--- src/rtl/cla_wide_add_scheduler.sv ---
// rtl/cla_wide_add_scheduler.sv - shared 16-bit CLA running word-serial wide additions for two requesters
// Round-robin grant in IDLE, one 16-bit word per RUN cycle (LSW first), result held in DONE until taken.

module carry_look_ahead_adder_16bit (
  input  logic [15:0] a,
  input  logic [15:0] b,
  input  logic        cin,
  output logic [15:0] sum,
  output logic        cout
);
  logic [15:0] g, p, c;
  logic [3:0]  gg, gp;
  logic [4:0]  gc;

  assign g = a & b;
  assign p = a ^ b;

  always_comb begin
    gg = '0;
    gp = '0;
    for (int j = 0; j < 4; j++) begin
      gg[j] = g[4*j+3] | (p[4*j+3] & g[4*j+2]) | (p[4*j+3] & p[4*j+2] & g[4*j+1])
            | (p[4*j+3] & p[4*j+2] & p[4*j+1] & g[4*j]);
      gp[j] = &p[4*j +: 4];
    end
  end

  // Second level: group carries directly from group generate/propagate terms.
  always_comb begin
    gc[0] = cin;
    gc[1] = gg[0] | (gp[0] & cin);
    gc[2] = gg[1] | (gp[1] & gg[0]) | (gp[1] & gp[0] & cin);
    gc[3] = gg[2] | (gp[2] & gg[1]) | (gp[2] & gp[1] & gg[0]) | (gp[2] & gp[1] & gp[0] & cin);
    gc[4] = gg[3] | (gp[3] & gg[2]) | (gp[3] & gp[2] & gg[1]) | (gp[3] & gp[2] & gp[1] & gg[0])
          | (gp[3] & gp[2] & gp[1] & gp[0] & cin);
  end

  always_comb begin
    c = '0;
    for (int j = 0; j < 4; j++) begin
      c[4*j]   = gc[j];
      c[4*j+1] = g[4*j]   | (p[4*j]   & gc[j]);
      c[4*j+2] = g[4*j+1] | (p[4*j+1] & g[4*j]) | (p[4*j+1] & p[4*j] & gc[j]);
      c[4*j+3] = g[4*j+2] | (p[4*j+2] & g[4*j+1]) | (p[4*j+2] & p[4*j+1] & g[4*j])
               | (p[4*j+2] & p[4*j+1] & p[4*j] & gc[j]);
    end
  end

  assign sum  = p ^ c;
  assign cout = gc[4];
endmodule

module cla_wide_add_scheduler #(
  parameter int WORDS = 4
) (
  input  logic                clk,
  input  logic                rst_n,
  input  logic                req0_valid,
  output logic                req0_ready,
  input  logic [16*WORDS-1:0] req0_a,
  input  logic [16*WORDS-1:0] req0_b,
  input  logic                req0_cin,
  input  logic                req1_valid,
  output logic                req1_ready,
  input  logic [16*WORDS-1:0] req1_a,
  input  logic [16*WORDS-1:0] req1_b,
  input  logic                req1_cin,
  output logic                res_valid,
  input  logic                res_ready,
  output logic [16*WORDS-1:0] res_sum,
  output logic                res_cout,
  output logic                res_id,
  output logic                busy
);
  localparam int W  = 16 * WORDS;
  localparam int IW = (WORDS > 1) ? $clog2(WORDS) : 1;

  typedef enum logic [1:0] {IDLE, RUN, DONE} state_t;

  state_t          state, state_nx;
  logic [W-1:0]    a_reg, b_reg;
  logic            carry_reg, last_grant, grant, accept, last_word;
  logic [IW-1:0]   idx;
  logic [15:0]     a_word, b_word, word_sum;
  logic            word_cout;

  // Ties go to whoever did not win last time; a lone valid always wins.
  always_comb begin
    grant = 1'b0;
    if (req0_valid && req1_valid) grant = ~last_grant;
    else if (req1_valid)          grant = 1'b1;
  end

  assign req0_ready = rst_n && (state == IDLE) && !grant && req0_valid;
  assign req1_ready = rst_n && (state == IDLE) &&  grant && req1_valid;
  assign accept     = req0_ready | req1_ready;
  assign last_word  = (idx == IW'(WORDS - 1));
  assign res_valid  = (state == DONE);
  assign busy       = (state != IDLE);

  always_comb begin
    a_word = '0;
    b_word = '0;
    for (int k = 0; k < WORDS; k++) begin
      if (idx == IW'(k)) begin
        a_word = a_reg[16*k +: 16];
        b_word = b_reg[16*k +: 16];
      end
    end
  end

  carry_look_ahead_adder_16bit u_cla (
    .a    (a_word),
    .b    (b_word),
    .cin  (carry_reg),
    .sum  (word_sum),
    .cout (word_cout)
  );

  always_comb begin
    state_nx = state;
    case (state)
      IDLE:    if (accept)    state_nx = RUN;
      RUN:     if (last_word) state_nx = DONE;
      DONE:    if (res_ready) state_nx = IDLE;
      default: state_nx = IDLE;
    endcase
  end

  always_ff @(posedge clk or negedge rst_n) begin
    if (!rst_n) state <= IDLE;
    else        state <= state_nx;
  end

  always_ff @(posedge clk or negedge rst_n) begin
    if (!rst_n) begin
      a_reg      <= '0;
      b_reg      <= '0;
      carry_reg  <= 1'b0;
      idx        <= '0;
      last_grant <= 1'b1;
      res_sum    <= '0;
      res_cout   <= 1'b0;
      res_id     <= 1'b0;
    end else begin
      case (state)
        IDLE: if (accept) begin
          a_reg      <= grant ? req1_a   : req0_a;
          b_reg      <= grant ? req1_b   : req0_b;
          carry_reg  <= grant ? req1_cin : req0_cin;
          res_id     <= grant;
          last_grant <= grant;
          idx        <= '0;
        end
        RUN: begin
          for (int k = 0; k < WORDS; k++)
            if (idx == IW'(k)) res_sum[16*k +: 16] <= word_sum;
          carry_reg <= word_cout;
          idx       <= idx + IW'(1);
          if (last_word) res_cout <= word_cout;
        end
        default: ;
      endcase
    end
  end
endmodule

--- config.mk ---
export PLATFORM = sky130hd
export DESIGN_NAME = cla_wide_add_scheduler
export DESIGN_NICKNAME = d
export VERILOG_FILES = /design/src/rtl/cla_wide_add_scheduler.sv
export SDC_FILE = /design/constraint.sdc
export NUM_CORES = 1
export LEC_CHECK = 0
export ABC_AREA = 1
export BUFFER_PORTS_ARGS = -buffer_cell sky130_fd_sc_hd__buf_4
export CAP_MARGIN = 10
export CORE_MARGIN = 5
export CORE_UTILIZATION = 35
export CTS_CLUSTER_SIZE = 28
export DETAILED_ROUTE_END_ITERATION = 10
export PLACE_DENSITY_LB_ADDON = 0.15
export SYNTH_ARGS = -nofsm -noshare
export SYNTH_HDL_FRONTEND = slang
export SYNTH_HIERARCHICAL = 1
export SYNTH_SLANG_ARGS = --single-unit
--- constraint.sdc ---
create_clock -name clk -period 9.5 [get_ports clk]
set_input_delay 1.9 -clock clk [delete_from_list [all_inputs] [get_ports clk]]
set_output_delay 1.9 -clock clk [all_outputs]
set_load 0.02 [all_outputs]
==> out/qor.csv <==
metric;value;unit
most common cell after layout, fill and taps aside;nand2_1;
count of different cell masters after synthesis;35;
via count;11000;
reported max-cap violation count;0;
endpoints failing hold;0;
Worst slew margin;13.6;%
reg-to-reg endpoint;res_sum[13]$_DFFE_PN0P_;
num ports;333;
area grow syn2layout;29.5;%
adder-cell share of the synthesized area;2.98;%
CTS sink cnt;200;
largest net degree at the start of global routing;205;
Post-Syn Nets;1857;
Initial Util;35.3;%
first-pass GRT wire length;57.8;mm
Worst Path Arrival;3.67;ns
Synth Area in Compound Gates;11.8;%
hold_ws;0.474;ns
Port-buffer cells;332;
Crit path required time;7.60;ns
final setup violation count;0;
worst skew pair latency;0.43;ns
width of the die;188;µm
multiplexer share of the synthesized area;0;%
Routed Antenna Nets;0;
CTS root buf;clkbuf_16;
H-tree levels;4;
CTS resizes;0;
number of global-route vias before repair;10400;
Pins Over Slew Limit;0;
CP Capture Point;req0_ready;
Avg Vias per Cell;4.87;
DRC Markers;0;
DRT Pass-1 Iters;5;
synthesized area;0.0111;mm²
CP Launch Type;input pin;
crit-path max FO;66;
initial DRC count;775;
dpl hpwl;26.7;mm
# rows;65;
overall routing resource usage;20.2;%
Die Span Y;188;µm
Synth Register Bits;200;
Mapped Cells;1570;
total gr overflow;0;
filler cell count;3279;
Post-CTS Setup Bufs;0;
Hold/Removal Path Class;reg -> reg;
PwrDens;371;mW/mm²
Reg2Reg Launch Point;idx[0]$_DFFE_PN0P_;
Mean Syn Cell Area;7.05;µm²
most frequent cells in the layout;nand2_1, buf_4, dfrtp_1;
P_leak;0.00785;µW
Setup TNS;0;ns
Bufs on Longest Clock Path;2;
layout cells sized above 1;21.2;%
CTS tree;done;
status;completed;
register area share after synthesis;45.2;%
CTS Buf Count;17;
peak supply drop;0.000189;V
r2r worst-path depth;17;
Critical Path Source;req0_valid;
Reg2Reg Setup Slack;5.15;ns
post-route clock period utilization;58.7;%
Setup Crit Path Kind;in -> out;
initial antenna violation count;0;
die area;0.0353;mm²
synthesis warning total;6;
Worst Setup End Kind;primary output;
Least-Margin Pin Slew;1.30;ns
Post-CTS Hold Fix Bufs;0;
core area;0.0314;mm²
post-synthesis xor/xnor area fraction;0.554;%
final net count;2123;
Reg clk slew, reported paths;0.08;ns
WL final;36.9;mm
GP Congestion;0.822;
main combinational cell family by area after synthesis;simple AND/OR/NAND/NOR gates;
routed length per instance;16.4;µm
fmax;0.179;GHz
Period minus WS final;5.57;ns
skew final;0.0158;ns
simple-gate portion of the synthesized area;30.9;%
RSZ-0062 raised after global routing;no;
ant diodes;0;
[worst min-delay path by stage]
stage,slack (ns),depth (start not counted),to,startpoint
finish,0.47,2,last_grant$_DFFE_PN1P_,last_grant$_DFFE_PN1P_
global route,0.51,2,res_sum[16]$_DFFE_PN0P_,res_sum[16]$_DFFE_PN0P_
CTS,0.48,2,last_grant$_DFFE_PN1P_,last_grant$_DFFE_PN1P_
detailed placement,0.46,2,last_grant$_DFFE_PN1P_,last_grant$_DFFE_PN1P_
global placement,0.46,2,res_cout$_DFFE_PN0P_,res_cout$_DFFE_PN0P_
floorplan,0.44,2,last_grant$_DFFE_PN1P_,last_grant$_DFFE_PN1P_
[cell families (layout without fill, tap and decap cells)]
group	count (synthesis)	count (layout)
buffers and inverters	225	504
AND/OR/NAND/NOR	860	860
AO/OA/AOI/OAI	254	254
XOR/XNOR	7	7
adder cells (fa/ha/maj)	24	24
flip-flops	200	200
[cell usage after synthesis (all sizes together)]
library cell	instances	share of area, %
nand2	727	25
o211ai	9	0.61
o21ai	177	8.0
or2	1	0.057
nor3	2	0.090
fa	4	0.72
and2	2	0.11
clkbuf	50	1.7
nand3	91	4.1
nand4	5	0.34
a21o	1	0.068
dfstp	1	0.24
dfrtp	199	45
buf	48	2.6
a21oi	62	2.8
inv	127	4.3
and3	1	0.057
xnor2	2	0.16
nor2	30	1.2
xor2	5	0.40
o31ai	1	0.068
o21bai	1	0.068
a31oi	2	0.11
a221oi	1	0.079
ha	20	2.3
nand3b	1	0.068
[critical path, stage by stage]
cell and delay (ns):
buf_4 0.12, nand2_1 0.12, nand2_4 0.07, inv_4 0.49, buf_4 0.62, nor2_1 0.14, buf_4 0.19
[layout make-up]
type | instances | area (µm²) | area share (%)
Timing Repair Buffer | 345 | 2620 | 18.3
Clock buffer | 18 | 429 | 2.99
Inverter | 127 | 479 | 3.34
Tap cell | 402 | 503 | 3.51
Sequential cell | 200 | 5010 | 34.9
Multi-Input combinational cell | 1145 | 5150 | 35.9
Clock inverter | 14 | 159 | 1.11
[through the flow]
step / util (%) / area, µm² / setup WS, ns / power, µW / std cells
detailed placement: 43.7 / 13700 / 3.86 / 4590 / 2218
finish: 45.7 / 14300 / 3.93 / 5320 / 2251
CTS: 45.6 / 14300 / 3.86 / 5350 / 2250
floorplan: - / 11100 / 4.86 / 3440 / 1570
global route: 45.7 / 14300 / 3.73 / 5820 / 2251
global placement: 43.7 / 13700 / 3.90 / 4530 / 2218
[power breakdown]
part           internal, µW  leakage [µW]  switching (µW)
Combinational          1030       0.00506            2110
Sequential             1250       0.00251             187
Clock                   377      0.000281             370
[per-layer routing]
layer	global-route usage, %	share of wire [%]	vias to the layer above
met5	0	0	-
met4	4.63	1.6	0
met3	4.30	6.8	26
met2	30.9	44	376
met1	29.6	47	5114
li1	-	-	5456
Note: power is estimated with default switching activity, not from simulation.
